### config.mk
export PLATFORM = sky130hd
export DESIGN_NAME = capture_ctrl
export DESIGN_NICKNAME = d
export VERILOG_FILES = /design/src/rtl/capture_ctrl.sv
export SDC_FILE = /design/constraint.sdc
export NUM_CORES = 1
export LEC_CHECK = 0
export BUFFER_PORTS_ARGS = -buffer_cell sky130_fd_sc_hd__buf_2
export CORE_MARGIN = 2
export CORE_UTILIZATION = 60
export CTS_BUF_LIST = sky130_fd_sc_hd__clkbuf_4
export DETAILED_ROUTE_END_ITERATION = 16
export PLACE_DENSITY = 0.82
export SYNTH_ARGS = -nofsm -noshare
export SYNTH_HDL_FRONTEND = slang
export SYNTH_SLANG_ARGS = --single-unit
### constraint.sdc
create_clock -name clk -period 3.72 [get_ports clk]
set_clock_uncertainty 0.2 [all_clocks]
set_input_delay 0.558 -clock clk [delete_from_list [all_inputs] [get_ports clk]]
set_output_delay 0.558 -clock clk [all_outputs]
set_load 0.05 [all_outputs]
### src/rtl/capture_ctrl.sv
// capture_ctrl: capture sequencer for the logic-analyzer sample RAM.
// Fills the circular buffer with pre-trigger samples, arms the trigger
// block, counts post-trigger samples and reports completion.
//
// state | meaning
// ------+-------------------------------------------------------------
// IDLE  | no capture in progress; no writes, waddr holds
// FILL  | storing the pre-trigger samples
// ARMED | pre-trigger history full; waiting for triggered
// POST  | counting trig_eff post-trigger writes
// DONE  | capture complete; waiting for the next run
module capture_ctrl #(
   parameter int DEPTH  = 384,
   parameter int ADDR_W = 9
) (
   input  logic              clk,
   input  logic              rst,
   input  logic              run,
   input  logic [ADDR_W-1:0] trig_pos,
   input  logic              wrt_smpl,
   input  logic              triggered,
   input  logic              clr_capture_done,
   output logic              armed,
   output logic              set_capture_done,
   output logic              we,
   output logic [ADDR_W-1:0] waddr,
   output logic [ADDR_W-1:0] trace_end,
   output logic              capture_done
);

   localparam logic [ADDR_W-1:0] LAST_ADDR = ADDR_W'(DEPTH - 1);
   localparam logic [ADDR_W:0]   DEPTH_CNT = (ADDR_W + 1)'(DEPTH);

   typedef enum logic [2:0] {
      IDLE,
      FILL,
      ARMED,
      POST,
      DONE
   } state_t;

   state_t            state_q, state_d;
   logic [ADDR_W-1:0] waddr_q, waddr_d;
   logic [ADDR_W-1:0] trace_end_q, trace_end_d;
   logic [ADDR_W-1:0] trig_eff_q, trig_eff_d;
   logic [ADDR_W:0]   cnt_q, cnt_d;
   logic [ADDR_W:0]   pre_cnt_q, pre_cnt_d;
   logic              set_done_q, set_done_d;
   logic              capture_done_q, capture_done_d;

   logic              capturing;
   logic              finish;
   logic              done_evt;
   logic [ADDR_W-1:0] waddr_inc;
   logic [ADDR_W-1:0] waddr_prev;
   logic [ADDR_W-1:0] trig_clamp;
   logic [ADDR_W:0]   cnt_inc;

   // Write qualification and the modulo-DEPTH address arithmetic.
   always_comb begin
      capturing  = (state_q == FILL) || (state_q == ARMED) || (state_q == POST);
      we         = wrt_smpl && capturing;
      waddr_inc  = (waddr_q == LAST_ADDR) ? '0 : waddr_q + ADDR_W'(1);
      waddr_prev = (waddr_q == '0) ? LAST_ADDR : waddr_q - ADDR_W'(1);
      cnt_inc    = cnt_q + (ADDR_W + 1)'(1);
      // Clamp keeps at least one pre-trigger sample in the buffer.
      trig_clamp = (trig_pos > LAST_ADDR) ? LAST_ADDR : trig_pos;
   end

   // Next-state, counters and completion bookkeeping; run overrides all.
   always_comb begin
      state_d     = state_q;
      waddr_d     = waddr_q;
      cnt_d       = cnt_q;
      trig_eff_d  = trig_eff_q;
      pre_cnt_d   = pre_cnt_q;
      trace_end_d = trace_end_q;
      finish      = 1'b0;

      if (we) begin
         waddr_d = waddr_inc;
      end

      case (state_q)
         FILL: begin
            if (we) begin
               cnt_d = cnt_inc;
               if (cnt_inc == pre_cnt_q) begin
                  state_d = ARMED;
               end
            end
         end
         ARMED: begin
            // A write coinciding with the trigger is a pre-trigger sample.
            if (triggered) begin
               if (trig_eff_q == '0) begin
                  finish  = 1'b1;
                  state_d = DONE;
               end else begin
                  cnt_d   = '0;
                  state_d = POST;
               end
            end
         end
         POST: begin
            if (we) begin
               cnt_d = cnt_inc;
               if (cnt_inc == {1'b0, trig_eff_q}) begin
                  finish  = 1'b1;
                  state_d = DONE;
               end
            end
         end
         default: ;
      endcase

      done_evt = finish && !run;

      // Without a write on the finishing cycle, the last sample sits one behind waddr.
      if (done_evt) begin
         trace_end_d = we ? waddr_q : waddr_prev;
      end

      if (run) begin
         state_d    = FILL;
         waddr_d    = '0;
         cnt_d      = '0;
         trig_eff_d = trig_clamp;
         pre_cnt_d  = DEPTH_CNT - {1'b0, trig_clamp};
      end

      set_done_d = done_evt;

      // Setting wins over a coincident clear.
      if (done_evt) begin
         capture_done_d = 1'b1;
      end else if (run || clr_capture_done) begin
         capture_done_d = 1'b0;
      end else begin
         capture_done_d = capture_done_q;
      end
   end

   // State and datapath registers with asynchronous reset.
   always_ff @(posedge clk or posedge rst) begin
      if (rst) begin
         state_q        <= IDLE;
         waddr_q        <= '0;
         cnt_q          <= '0;
         trig_eff_q     <= '0;
         pre_cnt_q      <= '0;
         trace_end_q    <= '0;
         set_done_q     <= 1'b0;
         capture_done_q <= 1'b0;
      end else begin
         state_q        <= state_d;
         waddr_q        <= waddr_d;
         cnt_q          <= cnt_d;
         trig_eff_q     <= trig_eff_d;
         pre_cnt_q      <= pre_cnt_d;
         trace_end_q    <= trace_end_d;
         set_done_q     <= set_done_d;
         capture_done_q <= capture_done_d;
      end
   end

   // Output drive.
   always_comb begin
      armed            = (state_q == ARMED);
      set_capture_done = set_done_q;
      waddr            = waddr_q;
      trace_end        = trace_end_q;
      capture_done     = capture_done_q;
   end

endmodule
==> flow_summary.json, run 1 <==
{
  "power_density_mw_per_mm2": 310,
  "p_leak_nw": 1.48,
  "max_freq_ghz": 0.314,
  "dieArea_mm2": 0.00572,
  "diodes": 0,
  "first_iter_violations": 69,
  "combinationalPowerShare_pct": 16.4,
  "hp-class": "in -> async",
  "p_clk_share_pct": 24.4,
  "swShare_pct": 29.8,
  "wl_per_cell_um": 14.6,
  "final-instance-count-excl-fill": 434,
  "synth_warnings": 0,
  "synthArstFlopShare_pct": 100,
  "num_rows": 26,
  "grt_setup_unrepaired": "false",
  "final-hold-violation-count": 0,
  "die_w_um": 75.7,
  "dr.pass1.iters": 4,
  "crit_start": "cnt_q[0]$_DFFE_PP0P_",
  "vias_per_cell": 5.61,
  "critPathCapture": "trace_end[8]$_DFFE_PP0P_",
  "antenna_found_initial": 0,
  "tns_ns": 0,
  "ant_nets": 0,
  "yosysTopAreaCell": "dfrtp_1",
  "clkSlewWorstSetupHoldPaths_ns": 0.16,
  "dp_cells": 426,
  "grt_overflow": 0,
  "ff2ff_setup_slack_ns": 0.53,
  "cts_resized": 0,
  "ir_worst_vdd_mv": 0.234,
  "rr_endpoint": "trace_end[8]$_DFFE_PP0P_",
  "vias": 2435,
  "startpoint_type": "flip-flop",
  "cts_hold_buf": 0,
  "yosys_register_bits": 51,
  "worstSetupPathType": "reg -> reg",
  "grt_pass1_vias": 2214,
  "cts_buffers": 5,
  "ys_seq_area_share_pct": 41.4,
  "grt_pass1_wl_um": 10300,
  "worstMarginPinSlew_ns": 1.04,
  "post-dp-hpwl_um": 4660,
  "crit_path_end_kind": "flip-flop",
  "cp.required_ns": 3.79,
  "power.internal_uw": 720,
  "synthTopCellsByArea": "dfrtp_1 41%, xnor2_1 8.2%, nor2_1 4.9%",
  "syn_avg_cell_area_um2": 9.06,
  "insertion_delay_ns": 0.37,
  "synth.net_count": 359,
  "maxSlewHeadroom_pct": 30.3,
  "grt_max_degree": 52,
  "ys_types": 46,
  "routed_wl_um": 6330,
  "ioPinCount": 37,
  "cp.arrival_ns": 3.26,
  "areaGrowthSynthToFinish_pct": 7.31,
  "r2r_start": "cnt_q[0]$_DFFE_PP0P_",
  "worstPathMaxFanout": 11,
  "period_share_pct": 85.7,
  "synth_ff_type": "dfrtp_1",
  "drc": 0,
  "grt_util_all_layers_pct": 23.8,
  "cts_setup_buffers": 0,
  "power.switching_uw": 305,
  "outcome": "finished clean",
  "setup_viol": 0,
  "setup_ws_ns": 0.531,
  "netlist_area_mm2": 0.00308,
  "synth_top_area_share_pct": 41.4,
  "cts_tree": "done",
  "dp_slack_ns": 0.548,
  "core_mm2": 0.00504,
  "maxCapViolations": 0,
  "synth_edf_count": 0,
  "finalPower_mw": 1.03,
  "h-tree-depth": 2,
  "power_frac_seq_pct": 59.1,
  "start_util_pct": 61.1,
  "root_buffer": "clkbuf_4",
  "syn_inst": 340,
  "period_needed_ns": 3.19,
  "clk_path_buf_depth": 2,
  "drive_above_1_share_pct": 16.5,
  "slew_violations": 0,
  "final_nets": 382,
  "hold_slack_ns": 0.222,
  "rr_worst_depth": 8,
  "gp_congestion": 0.903,
  "die-height_um": 75.7,
  "cts_sinks": 51,
  "portBuffers": 36
}
==> layout by cell type, fill, tap and decap left out, drive strengths merged, types with 4 or more instances in the layout <==
cell type	synthesis	routed
a21oi	19	19
nand4	6	6
mux2	10	10
nand3b	4	4
inv	13	13
o211ai	4	4
mux2i	6	6
and3	4	4
ha	4	4
buf	7	37
nor2b	4	4
nor3	8	8
o22ai	4	4
nor4	6	6
xnor2	29	29
or4	4	4
clkbuf	14	5
nand3	9	9
nand2	29	29
o21ai	23	23
o31ai	5	5
xor2	9	9
nand2b	6	6
dfrtp	51	51
nor2	40	40
==> worst min-delay path by stage <==
| stage | start | endpoint |
|---|---|---|
| global placement | trace_end[4]$_DFFE_PP0P_ | trace_end[4]$_DFFE_PP0P_ |
| finish | rst | trace_end[6]$_DFFE_PP0P_ |
| floorplan | pre_cnt_q[9]$_DFFE_PP0P_ | pre_cnt_q[9]$_DFFE_PP0P_ |
| global route | clr_capture_done | capture_done$_DFFE_PP0P_ |
| CTS | clr_capture_done | capture_done$_DFFE_PP0P_ |
| detailed placement | trace_end[6]$_DFFE_PP0P_ | trace_end[6]$_DFFE_PP0P_ |
==> stage by stage <==
| stage | instance area (µm²) | utilization [%] |
|---|---|---|
| after floorplan | 3080 | - |
| after global placement | 3250 | 64.4 |
| after detailed placement | 3250 | 64.4 |
| after CTS | 3310 | 65.6 |
| after global routing | 3310 | 65.6 |
| final | 3310 | 65.6 |
==> worst max-delay path, cell delays in order, from the launching register on <==
cell     delay, ns
dfrtp_1       0.46
ha_1          0.40
and3_4        0.25
and3_4        0.22
xnor3_1       0.15
nand4_1       0.12
or4_1         0.53
a21o_1        0.38
mux2_4        0.36
==> power by group through the flow <==
stage,combinational [mW],clock [mW],sequential (mW)
CTS,0.170,0.257,0.606
floorplan,0.126,0,0.612
detailed placement,0.169,0,0.617
global placement,0.165,0,0.615
global route,0.188,0.278,0.610
finish,0.169,0.250,0.607
==> cell families (layout without fill, tap and decap cells) <==
group,count (synthesis),after routing,synth area share [%]
buffers and inverters,34,58,5.08
flip-flops,51,51,41.4
multiplexers,16,16,6.46
XOR/XNOR,39,39,11.5
AND/OR/NAND/NOR,131,131,21.4
AO/OA/AOI/OAI,65,65,12.5
adder cells (fa/ha/maj),4,4,1.62
==> synthesized netlist by cell type (7+ instances only) <==
cell / count
nand2_1: 29
nor3_1: 8
clkbuf_1: 14
inv_1: 13
nand3_1: 9
xor2_1: 9
a21oi_1: 19
o21ai_0: 23
mux2_4: 7
nor2_1: 40
xnor2_1: 29
dfrtp_1: 51
==> layout make-up <==
type | instances | area [µm²]
fillers | 428 | 1740
multi-input cells | 255 | 1650
flip-flops and latches | 51 | 1280
repair buffers | 37 | 188
well taps | 70 | 87.6
inverters | 13 | 48.8
clock buffers | 5 | 37.5
clock inverters | 3 | 20.0
==> per-layer routing <==
layer | up-vias | GRT usage [%] | part of all wire (%)
met5 | - | 0 | 0
met4 | 0 | 7.41 | 1.1
met3 | 6 | 3.97 | 4.0
met2 | 43 | 34.5 | 45
met1 | 1159 | 36.6 | 49
li1 | 1227 | - | -
==> state kept, by name, summed over array words and instances (netlist names) <==
signal            cells
capture_done          1
cnt_q                10
pre_cnt_q             9
set_capture_done      1
state_q               3
trace_end             9
trig_eff_q            9
waddr                 9
(Power assumes the default switching activity.)
==> run 2, diff against run 1 <==
==> constraint.sdc (replaced) <==
create_clock -name clk -period 3.03 [get_ports clk]
set_clock_uncertainty 0.2 [all_clocks]
set_input_delay 0.4545 -clock clk [delete_from_list [all_inputs] [get_ports clk]]
set_output_delay 0.4545 -clock clk [all_outputs]
set_load 0.05 [all_outputs]
==> flow_summary.json, run 2 (synthesis results as in run 1) <==
{
  "outcome": "finished clean",
  "final-instance-count-excl-fill": 445,
  "drc": 0,
  "ant_nets": 0,
  "setup_viol": 0,
  "root_buffer": "clkbuf_4",
  "grt_setup_unrepaired": "false",
  "crit_path_end_kind": "flip-flop",
  "grt_pass1_vias": 2320,
  "hp-class": "in -> async",
  "vias": 2537,
  "power_density_mw_per_mm2": 395,
  "cts_tree": "done",
  "grt_pass1_wl_um": 10500,
  "multi_input_area_mm2": 0.00166,
  "worstMarginPinSlew_ns": 0.623,
  "clk_path_buf_depth": 2,
  "vias_per_cell": 5.70,
  "start_util_pct": 61.1,
  "first_iter_violations": 158,
  "gp_congestion": 0.911,
  "worstPathMaxFanout": 10,
  "cp.required_ns": 3.11,
  "clkSlewWorstSetupHoldPaths_ns": 0.15,
  "maxCapViolations": 0,
  "areaGrowthSynthToFinish_pct": 11.2,
  "maxSlewHeadroom_pct": 58.5,
  "num_rows": 26,
  "drt-met1-wl_um": 2950,
  "wl_per_cell_um": 14.6,
  "grt_max_degree": 52,
  "final-hold-violation-count": 0,
  "grt_overflow": 0,
  "ir_worst_vdd_mv": 0.288,
  "dp_cells": 437,
  "fill_cells": 406,
  "antenna_found_initial": 0,
  "final_cell_mix": "51 x dfrtp_1, 40 x nor2_1, 36 x buf_2",
  "wl_met2_um": 3110,
  "route.met3.wl_um": 371,
  "core_mm2": 0.00504,
  "layout.cells.most_common": "dfrtp_1",
  "grt_util_all_layers_pct": 24.4,
  "cp.arrival_ns": 2.93,
  "max_freq_ghz": 0.351,
  "die-height_um": 75.7,
  "period_needed_ns": 2.85,
  "ioPinCount": 37,
  "p_leak_nw": 1.56,
  "dieArea_mm2": 0.00572,
  "largest_register_ffs": 10,
  "drive_above_1_share_pct": 19.5,
  "worstSetupPathType": "reg -> reg",
  "top_layer": "met4",
  "startpoint_type": "flip-flop",
  "insertion_delay_ns": 0.38,
  "cts_buffers": 5,
  "area.sequential_mm2": 0.00128,
  "post-dp-hpwl_um": 4760,
  "portBuffers": 36,
  "cts_hold_buf": 0,
  "tns_ns": 0,
  "period_share_pct": 94.0,
  "final_nets": 393,
  "h-tree-depth": 2,
  "die_w_um": 75.7,
  "cts_sinks": 51,
  "finalPower_mw": 1.35,
  "slew_violations": 0,
  "diodes": 0,
  "regMostFlops": "cnt_q",
  "dr.pass1.iters": 4,
  "routed_wl_um": 6490
}
run 2: stage by stage:
step / hold WS, ns / cell area [µm²] / utilization, % / setup WS, ns
floorplan: 0.285 / 3080 / - / 0.0163
global placement: 0.303 / 3330 / 66.1 / 0.156
global route: 0.0682 / 3430 / 67.9 / 0.0366
CTS: 0.0440 / 3410 / 67.7 / 0.0497
finish: 0.0289 / 3430 / 67.9 / 0.183
detailed placement: 0.298 / 3330 / 66.1 / 0.0720
run 2: layer usage:
layer  vias to the layer above  GRT usage [%]
li1                       1250              -
met5                         -              0
met3                         7           3.70
met2                        74           37.8
met1                      1206           35.0
met4                         0           9.36
run 2: repair_timing:
item / in CTS / in global routing
resized for setup: 0 / 3
endpoints found under the setup margin: 0 / 8
buffers inserted: 0 / 0
run 2: power breakdown:
part / internal [mW] / total, mW / leakage, nW / switching, mW
clock: 0.174 / 0.392 / 0.0452 / 0.218
combinational: 0.0925 / 0.219 / 0.864 / 0.127
sequential: 0.709 / 0.743 / 0.654 / 0.0338
run 2: final timing paths:
check                      slack (ns)  cells past startpoint                        to                      from
max in group asynchronous        2.20                      3  trace_end[0]$_DFFE_PP0P_                       rst
min                              0.03                      3  trace_end[4]$_DFFE_PP0P_                       rst
min in group clk                 0.11                      3  capture_done$_DFFE_PP0P_          clr_capture_done
max                              0.18                      8  trace_end[4]$_DFFE_PP0P_      cnt_q[1]$_DFFE_PP0P_
min reg2reg                      0.34                      1  trace_end[8]$_DFFE_PP0P_  trace_end[8]$_DFFE_PP0P_
max reg2reg                      0.18                      8  trace_end[4]$_DFFE_PP0P_      cnt_q[1]$_DFFE_PP0P_
run 2: area by class of cell:
type / instances / area share (%)
Multi-Input combinational cell: 255 / 48.5
Sequential cell: 51 / 37.3
Timing Repair Buffer: 48 / 7.89
Tap cell: 70 / 2.56
Inverter: 13 / 1.42
Clock inverter: 3 / 1.28
Clock buffer: 5 / 1.10
run 2: worst max-delay path, cell delays in order, from the launching register on:
cell and delay [ns]:
dfrtp_1 0.44, ha_1 0.23, and3_4 0.20, and3_4 0.20
xnor3_1 0.20, nand4_1 0.12, or4_1 0.55, a21o_4 0.31
mux2_4 0.31
